===== config.mk =====
export PLATFORM = sky130hd
export DESIGN_NAME = mem_stage
export DESIGN_NICKNAME = d
export VERILOG_FILES = /design/src/rtl/mem_stage_pkg.sv /design/src/rtl/mem_stage_lsu_align.sv /design/src/rtl/mem_stage.sv
export SDC_FILE = /design/constraint.sdc
export NUM_CORES = 1
export LEC_CHECK = 0
export CAP_MARGIN = 20
export CORE_AREA = 2 2 114 116
export CTS_CLUSTER_DIAMETER = 40
export DETAILED_ROUTE_END_ITERATION = 10
export DIE_AREA = 0 0 116 118
export PLACE_DENSITY_LB_ADDON = 0.05
export SYNTH_ARGS = -nofsm -noshare
export SYNTH_HDL_FRONTEND = slang
export SYNTH_SLANG_ARGS = --single-unit
export TNS_END_PERCENT = 30

===== constraint.sdc =====
create_clock -name clk -period 4.3 [get_ports clk]
set_input_delay 0.86 -clock clk [delete_from_list [all_inputs] [get_ports clk]]
set_output_delay 0.86 -clock clk [all_outputs]
set_load 0.005 [all_outputs]

===== src/rtl/mem_stage_pkg.sv =====
// Shared definitions for the MEM stage: RV32I load/store funct3 codes,
// memory exception causes and the access FSM states.
package mem_stage_pkg;

    localparam logic [2:0] F3_LB  = 3'b000;
    localparam logic [2:0] F3_LH  = 3'b001;
    localparam logic [2:0] F3_LW  = 3'b010;
    localparam logic [2:0] F3_LBU = 3'b100;
    localparam logic [2:0] F3_LHU = 3'b101;

    localparam logic [2:0] F3_SB  = 3'b000;
    localparam logic [2:0] F3_SH  = 3'b001;
    localparam logic [2:0] F3_SW  = 3'b010;

    localparam logic [3:0] CAUSE_LOAD_MISALIGNED  = 4'd4;
    localparam logic [3:0] CAUSE_LOAD_FAULT       = 4'd5;
    localparam logic [3:0] CAUSE_STORE_MISALIGNED = 4'd6;
    localparam logic [3:0] CAUSE_STORE_FAULT      = 4'd7;

    typedef enum logic {
        ST_IDLE = 1'b0,
        ST_WAIT = 1'b1
    } state_t;

    function automatic logic [3:0] exc_cause(input logic is_load, input logic is_fault);
        if (is_load) begin
            return is_fault ? CAUSE_LOAD_FAULT : CAUSE_LOAD_MISALIGNED;
        end
        return is_fault ? CAUSE_STORE_FAULT : CAUSE_STORE_MISALIGNED;
    endfunction

endpackage


===== src/rtl/mem_stage_lsu_align.sv =====
// Combinational byte-lane logic: store enables and lane replication,
// load byte/half extraction with sign/zero extension, misalignment detect.
module lsu_align
    import mem_stage_pkg::*;
(
    input  logic [1:0]  i_addr_lo,
    input  logic [2:0]  i_funct3,
    input  logic        i_is_store,
    input  logic [31:0] i_store_data,
    input  logic [31:0] i_load_word,
    output logic [3:0]  o_be,
    output logic [31:0] o_wdata,
    output logic [31:0] o_load_data,
    output logic        o_misaligned
);

    logic [7:0]  w_byte;
    logic [15:0] w_half;

    always_comb begin
        o_misaligned = 1'b0;
        if (i_funct3[1:0] == F3_LH[1:0]) begin
            o_misaligned = i_addr_lo[0];
        end else if (i_funct3[1:0] == F3_LW[1:0]) begin
            o_misaligned = |i_addr_lo;
        end
    end

    always_comb begin
        o_be    = '1;
        o_wdata = i_store_data;
        if (i_is_store) begin
            case (i_funct3)
                F3_SB: begin
                    o_be    = 4'b0001 << i_addr_lo;
                    o_wdata = {4{i_store_data[7:0]}};
                end
                F3_SH: begin
                    o_be    = i_addr_lo[1] ? 4'b1100 : 4'b0011;
                    o_wdata = {2{i_store_data[15:0]}};
                end
                F3_SW: begin
                    o_be    = '1;
                    o_wdata = i_store_data;
                end
                default: begin
                    o_be    = '1;
                    o_wdata = i_store_data;
                end
            endcase
        end
    end

    always_comb begin
        case (i_addr_lo)
            2'd0:    w_byte = i_load_word[7:0];
            2'd1:    w_byte = i_load_word[15:8];
            2'd2:    w_byte = i_load_word[23:16];
            default: w_byte = i_load_word[31:24];
        endcase
        w_half = i_addr_lo[1] ? i_load_word[31:16] : i_load_word[15:0];
    end

    always_comb begin
        case (i_funct3)
            F3_LB:   o_load_data = {{24{w_byte[7]}}, w_byte};
            F3_LH:   o_load_data = {{16{w_half[15]}}, w_half};
            F3_LBU:  o_load_data = {24'h0, w_byte};
            F3_LHU:  o_load_data = {16'h0, w_half};
            default: o_load_data = i_load_word;
        endcase
    end

endmodule


===== src/rtl/mem_stage.sv =====
// RV32I memory-access stage: data-memory request/ready handshake with
// wait-timeout fault, pipeline stall generation and the MEM/WB register.
module mem_stage
    import mem_stage_pkg::*;
#(
    parameter int unsigned TIMEOUT = 16
) (
    input  logic        clk,
    input  logic        rst_n,
    input  logic [31:0] pc_plus4,
    input  logic [31:0] alu_result,
    input  logic [31:0] rs2_data,
    input  logic [4:0]  rd_addr,
    input  logic        mem_read,
    input  logic        mem_write,
    input  logic        mem_to_reg,
    input  logic        reg_write,
    input  logic        jump,
    input  logic [2:0]  mem_funct3,
    output logic        dmem_req,
    output logic        dmem_we,
    output logic [31:0] dmem_addr,
    output logic [31:0] dmem_wdata,
    output logic [3:0]  dmem_be,
    input  logic [31:0] dmem_rdata,
    input  logic        dmem_ready,
    output logic        mem_stall,
    output logic [31:0] forward_mem_data,
    output logic [31:0] wb_data_out,
    output logic [4:0]  rd_addr_out,
    output logic        reg_write_out,
    output logic        exc_valid_out,
    output logic [3:0]  exc_cause_out
);

    localparam int unsigned CNT_W = (TIMEOUT > 2) ? $clog2(TIMEOUT) : 1;
    localparam logic [CNT_W-1:0] CNT_LAST = CNT_W'(TIMEOUT - 1);

    state_t           r_state;
    state_t           w_state_nxt;
    logic [CNT_W-1:0] r_cnt;
    logic [CNT_W-1:0] w_cnt_nxt;

    logic        w_access;
    logic        w_misaligned;
    logic        w_aligned_access;
    logic        w_timeout_hit;
    logic [31:0] w_load_data;
    logic [31:0] w_result;

    logic [31:0] r_wb_data;
    logic [4:0]  r_rd_addr;
    logic        r_reg_write;
    logic        r_exc_valid;
    logic [3:0]  r_exc_cause;

    lsu_align u_align (
        .i_addr_lo    (alu_result[1:0]),
        .i_funct3     (mem_funct3),
        .i_is_store   (mem_write),
        .i_store_data (rs2_data),
        .i_load_word  (dmem_rdata),
        .o_be         (dmem_be),
        .o_wdata      (dmem_wdata),
        .o_load_data  (w_load_data),
        .o_misaligned (w_misaligned)
    );

    assign w_access         = mem_read | mem_write;
    assign w_aligned_access = w_access & ~w_misaligned;
    assign w_timeout_hit    = (r_state == ST_WAIT) && (r_cnt == CNT_LAST) && !dmem_ready;

    assign dmem_req  = w_aligned_access & ~w_timeout_hit;
    assign dmem_we   = mem_write;
    assign dmem_addr = {alu_result[31:2], 2'b00};
    assign mem_stall = dmem_req & ~dmem_ready;

    assign forward_mem_data = jump ? pc_plus4 : alu_result;
    assign w_result         = mem_to_reg ? w_load_data : forward_mem_data;

    always_ff @(posedge clk or negedge rst_n) begin
        if (!rst_n) begin
            r_state <= ST_IDLE;
            r_cnt   <= '0;
        end else begin
            r_state <= w_state_nxt;
            r_cnt   <= w_cnt_nxt;
        end
    end

    // A ready on the last wait cycle completes the access; only a silent
    // memory on that cycle produces the fault.
    always_comb begin
        w_state_nxt = r_state;
        w_cnt_nxt   = r_cnt;
        unique case (r_state)
            ST_IDLE: begin
                if (w_aligned_access && !dmem_ready) begin
                    w_state_nxt = ST_WAIT;
                    w_cnt_nxt   = CNT_W'(1);
                end
            end
            ST_WAIT: begin
                if (!w_aligned_access || dmem_ready || (r_cnt == CNT_LAST)) begin
                    w_state_nxt = ST_IDLE;
                    w_cnt_nxt   = '0;
                end else begin
                    w_cnt_nxt   = r_cnt + CNT_W'(1);
                end
            end
        endcase
    end

    always_ff @(posedge clk or negedge rst_n) begin
        if (!rst_n) begin
            r_wb_data   <= '0;
            r_rd_addr   <= '0;
            r_reg_write <= 1'b0;
            r_exc_valid <= 1'b0;
            r_exc_cause <= '0;
        end else begin
            r_wb_data <= w_result;
            r_rd_addr <= rd_addr;
            if (mem_stall) begin
                r_reg_write <= 1'b0;
                r_exc_valid <= 1'b0;
                r_exc_cause <= '0;
            end else if (w_access && w_misaligned) begin
                r_reg_write <= 1'b0;
                r_exc_valid <= 1'b1;
                r_exc_cause <= exc_cause(mem_read, 1'b0);
            end else if (w_timeout_hit) begin
                r_reg_write <= 1'b0;
                r_exc_valid <= 1'b1;
                r_exc_cause <= exc_cause(mem_read, 1'b1);
            end else begin
                r_reg_write <= reg_write;
                r_exc_valid <= 1'b0;
                r_exc_cause <= '0;
            end
        end
    end

    assign wb_data_out   = r_wb_data;
    assign rd_addr_out   = r_rd_addr;
    assign reg_write_out = r_reg_write;
    assign exc_valid_out = r_exc_valid;
    assign exc_cause_out = r_exc_cause;

endmodule


Word level (Yosys, flattened, before mapping)
Cells that the tools add are included.

cells by class
  multiplexer cells = 37
  equality and inequality tests = 9
  bitwise operators = 8
  add/subtract/negate cells = 1
  shift operators = 1
  reduce and logical (&&, ||, !) cells = 11

operator list
  kind                                                                count
  32-bit case mux with 4 select lines                                 1
  32-bit two-way mux                                                  3
  32-bit case mux with 2 select lines                                 1
  4-bit two-way mux                                                   11
  8-bit case mux with 3 select lines                                  1
  1-bit two-way mux                                                   16
  16-bit two-way mux                                                  1
  4-bit case mux with 2 select lines                                  2
  3-bit == test (second input constant)                               2
  4-bit by 1-bit adder with 4-bit output (second input constant)      1
  2-bit by 1-bit == test with 1-bit output (second input constant)    2
  2-bit == test (second input constant)                               2
  4-bit == test (second input constant)                               1
  1-bit logical AND                                                   4
  1-bit inverter                                                      4
  1-bit by 2-bit left shift with 4-bit output (first input constant)  1
  1-bit bitwise AND                                                   3
  3-bit by 1-bit == test with 1-bit output (second input constant)    1
  3-bit zero test                                                     1
  1-bit zero test                                                     2
  2-bit zero test                                                     1
  1-bit logical OR                                                    2
  2-bit inequality test (second input constant)                       1
  1-bit case mux with 2 select lines                                  1
  2 further kinds                                                     2

storage, ports and cells
  logic and storage cells = 74
  output and inout port bits = 146
  bits of input ports = 144
  register bits after elaboration = 48

Depth between registers and ports, before layout
  depth in word-level cells = 12
  gate-level depth with buffers = 6
  depth with buffers taken out = 5

Modules after synthesis
Synthesis repeated with hierarchy kept, for this count alone.

second synthesis, totals
  cell total of the unflattened synthesis = 372
  area total of the unflattened synthesis = 3729.8 µm²

by module, submodules not included
  module     seq. area each (µm²)  instances  area each (µm²)  cells each
  mem_stage  1151.1                1          2573.7           189
  lsu_align  0.0                   1          1156.1           183

Least setup slack after synthesis
OpenSTA, ideal clock, no wires.

  path type = input to output
  from = in mem_funct3[0]
  to = out dmem_be[3]
  cell stages on the path = 5
  path buffers = 3
  data arrival time = 1.739 ns
  required time = 3.440 ns
  slack = 1.701 ns
  cell sequence = buf_2 -> buf_2 -> clkbuf_1 -> o21ai_0 -> nand2_1

between the ends
  word-level cells in the longest chain between the ends = 3
  elaborated cells on any way between the ends = 4
  classes of those cells = eq/ne (1); mux (2); reduce/logical (1)

ends and longest elaborated chain
  what                                                                                line                       source
  start, declared                                                                     mem_stage.sv:19            input logic [2:0] mem_funct3,
  3-bit by 1-bit == test with 1-bit output / 3-bit zero test (equally long branches)  mem_stage_lsu_align.sv:33  case (i_funct3)
  4-bit case mux with 2 select lines (*)                                              mem_stage_lsu_align.sv:33
  4-bit two-way mux (*)                                                               mem_stage_lsu_align.sv:32  if (i_is_store) begin
  end, declared                                                                       mem_stage.sv:24            output logic [3:0] dmem_be,

Every way passes the cells marked *; elsewhere a longest branch is shown, timed or not.

Final worst setup path
  from = in mem_funct3[1]
  to = out mem_stall

between the ends
  word-level cells in the longest chain between the ends = 7
  elaborated cells on any way between the ends = 8
  classes of those cells = eq/ne (2); mux (2); bitwise (4)

ends and longest elaborated chain
  what                   line                       source
  2-bit == test          mem_stage_lsu_align.sv:24  end else if (i_funct3[1:0] == F3_LW[1:0]) begin
  1-bit two-way mux      mem_stage_lsu_align.sv:24
  1-bit two-way mux (*)  mem_stage_lsu_align.sv:22  if (i_funct3[1:0] == F3_LH[1:0]) begin
  1-bit inverter (*)     mem_stage.sv:70            assign w_aligned_access = w_access & ~w_misaligned;
  1-bit bitwise AND (*)  mem_stage.sv:70
  1-bit bitwise AND (*)  mem_stage.sv:73            assign dmem_req = w_aligned_access & ~w_timeout_hit;
  1-bit bitwise AND (*)  mem_stage.sv:76            assign mem_stall = dmem_req & ~dmem_ready;
  end, declared          mem_stage.sv:27            output logic mem_stall,

Marked as above.

==> flow_summary.ini <==
[clocking]
postCtsHoldBufs = 0
tritoncts = yes
htreeDepth = 2
clockBufferDepth = 2
postCtsSetupBuffers = 0
clock-root-buffer = clkbuf_16
cts_buffers = 5
post_cts_resized = 0
cts_sinks = 46
clk_latency_ns = 0.29
clkTransAtPathRegs_ns = 0.06

[floorplan]
initial_core_util = 0.2758
die_area_mm2 = 0.01369
die_h_um = 118
row_count = 41
coreArea_mm2 = 0.01241
io-pin-count = 290
die_w_um = 116

[logic_synthesis]
yosysWarnings = 0
yosys.area.top_type = dfrtp_1
avgSynthCellArea_um2 = 9.080
synth_area_leaders = dfrtp_1 34%, mux2_2 18%, buf_4 9.4%
synth-simple-area-share = 0.1703
synth-seq-cells = 46
synthAdderAreaFrac = 0.003655
synth_mux_area_frac = 0.2208
synthCells = 377
synth_top_family_by_area = multiplexers
synth_top_area_share = 0.3363
synth_cell_types = 40
synth-xor-area-share = 0
netlist_area_mm2 = 0.003423
synth_compound_area_frac = 0.1338
ys_seq_area_frac = 0.3363

[final_layout]
finalNetCount = 760
nFillCells = 1218
diodes = 0
syn_to_final_growth_pct = 84.50
layout-drive-gt1-share = 0.1591

[global_route]
grt_max_degree = 47
track_usage = 0.1963
grt_pass1_vias = 3768
grt_antenna_before_repair = 0
grt_pass1_wl_um = 20710
overflow = 0

[detailed_routing]
drt-initial-drc-count = 73
wl_per_cell_um = 17.77
remaining_drc_errors = 0
wl_um = 14000
vias = 3688
avgViaCountPerCell = 4.680
ant_nets = 0
dr.pass1.iters = 4

[place]
dp_hpwl_um = 11360
gp_congestion = 0.7968
port_buffers = 286

[min_path]
min_from = r_state
worstHoldPathCells = 1
hold_path_end = r_cnt[1]
min_path_type = flop to flop

[worst_setup_path]
r2r_slack_ns = 2.83
crit_required_ns = 3.44
arrival_ns = 2.81
end_kind = output port
start_kind = input port
r2r_start = r_cnt[1]
r2r-end = reg_write_out
r2r_cells = 5
path_max_fanout = 13
critPathKind = input port to output port

[power_and_ir_drop]
clkPwrFrac = 0.296
combPwrFrac = 0.380
p_switching_w = 0.0003915
power.density_mw_per_mm2 = 237.8
swShare = 0.2606
intPower_w = 0.001111
vdd_drop_max_mv = 0.1285
power_w = 0.001502
leakage_nw = 2.502
p_seq_frac = 0.324

[sta]
finalSetupTns_ns = 0
slew_headroom = 0.4775
setup_violations = 0
post-route-min-period_ns = 3.672
slew_violations = 0
fmax_ghz = 0.2723
fin_worst_skew_ns = 0.001095
fin_crit_sh = 0.8541
rsz0062_at_grt = no
worst_pin_slew_ns = 0.7837
finalHoldViolations = 0

[flow_run]
cap_violations = 0

[status]
status = finished, final reports clean
==> power by group through the flow <==
stage	clock, W	sequential, W	combinational [W]
3_3_place_gp	0	0.000494	0.000574
6_report	0.000444	0.000487	0.000571
3_5_place_dp	0	0.000495	0.000577
4_1_cts	0.000457	0.000487	0.000581
5_1_grt	0.000474	0.000490	0.000616
2_1_floorplan	0	0.000499	0.000201
==> cells in the final DEF, fill, tap and decap left out, types with 10 or more instances in the layout <==
cell	n
mux2_2	56
a21oi_1	19
dfrtp_1	46
buf_4	11
nand2_1	44
nand3_1	15
nand2b_1	17
clkdlybuf4s50_1	284
o21ai_0	10
nor2_1	20
==> routing by layer <==
layer	global-route usage	share of wire	up-vias
met2	0.3750	0.52	204
met5	0	0	-
met4	0.04613	0.015	0
li1	-	-	1754
met3	0.05716	0.099	9
met1	0.2070	0.36	1721
==> Yosys cell counts <==
cell type,number
mux2_2,56
dfrtp_1,46
nand2_1,44
buf_4,43
nor2_1,20
a21oi_1,19
nand2b_1,17
nand3_1,15
buf_2,12
clkbuf_1,10
o21ai_0,10
mux2i_1,8
o22ai_1,8
or2_2,8
a31oi_1,7
nor3_1,7
o221a_2,7
a21boi_0,5
inv_1,5
a41oi_1,3
nand3b_1,3
nor2b_1,3
a211oi_1,2
a21o_1,2
mux4_2,2
a21oi_4,1
and2_1,1
and3_1,1
buf_1,1
buf_6,1
clkbuf_2,1
conb_1,1
ha_1,1
nand2_2,1
nand4b_1,1
nor3b_1,1
o2111ai_1,1
o211ai_1,1
o21ai_1,1
o21ai_2,1
==> final cells by class <==
cell class | count | area, um2 | share of cell area
clock inverter | 3 | 45.04 | 0.007132
timing repair buffer | 297 | 2935 | 0.4647
tap | 172 | 215.2 | 0.03407
inverter | 5 | 18.77 | 0.002971
clock buffer | 5 | 125.1 | 0.01981
sequential | 46 | 1151 | 0.1822
multi-input combinational | 260 | 1826 | 0.2890
==> worst max path at each step <==
stage,start,endpoint,slack [ns],cells after the start
2_1_floorplan,mem_funct3[0],dmem_be[3],1.70,5
3_3_place_gp,mem_funct3[1],mem_stall,0.64,7
6_report,mem_funct3[1],mem_stall,0.63,7
4_1_cts,mem_funct3[1],mem_stall,0.60,7
5_1_grt,mem_funct3[1],mem_stall,0.49,7
3_5_place_dp,alu_result[0],mem_stall,0.61,6
==> worst max-delay path, cell delays in order <==
cell	delay [ns]
clkdlybuf4s50_1	0.51
buf_4	0.21
nand3b_1	0.17
o2111ai_1	0.13
buf_4	0.17
a41oi_1	0.20
clkdlybuf4s50_1	0.56
==> per-stage QoR <==
step	cell area [um2]	util	instances	setup WS, ns	hold WS (ns)
after detailed placement	6146	0.4951	780	0.6105	0.5760
final	6316	0.5088	788	0.6275	0.5882
after floorplan	3431	-	379	1.701	0.5190
after global placement	6146	0.4951	780	0.6391	0.5513
after global routing	6316	0.5088	788	0.4948	0.6085
after CTS	6316	0.5088	788	0.5988	0.5794
==> registers in the layout, indices dropped and copies added, names as in the netlist <==
signal	flops
wb_data_out	32
rd_addr_out	5
r_state	1
reg_write_out	1
exc_cause_out	3
r_cnt	4
==> cell families after synthesis <==
family	Yosys count
mux	66
compound gates	68
fa+ha+maj	1
buf+inv	73
flops	46
simple gates	122
other cells	1
Power figures use the tool's default switching activity.
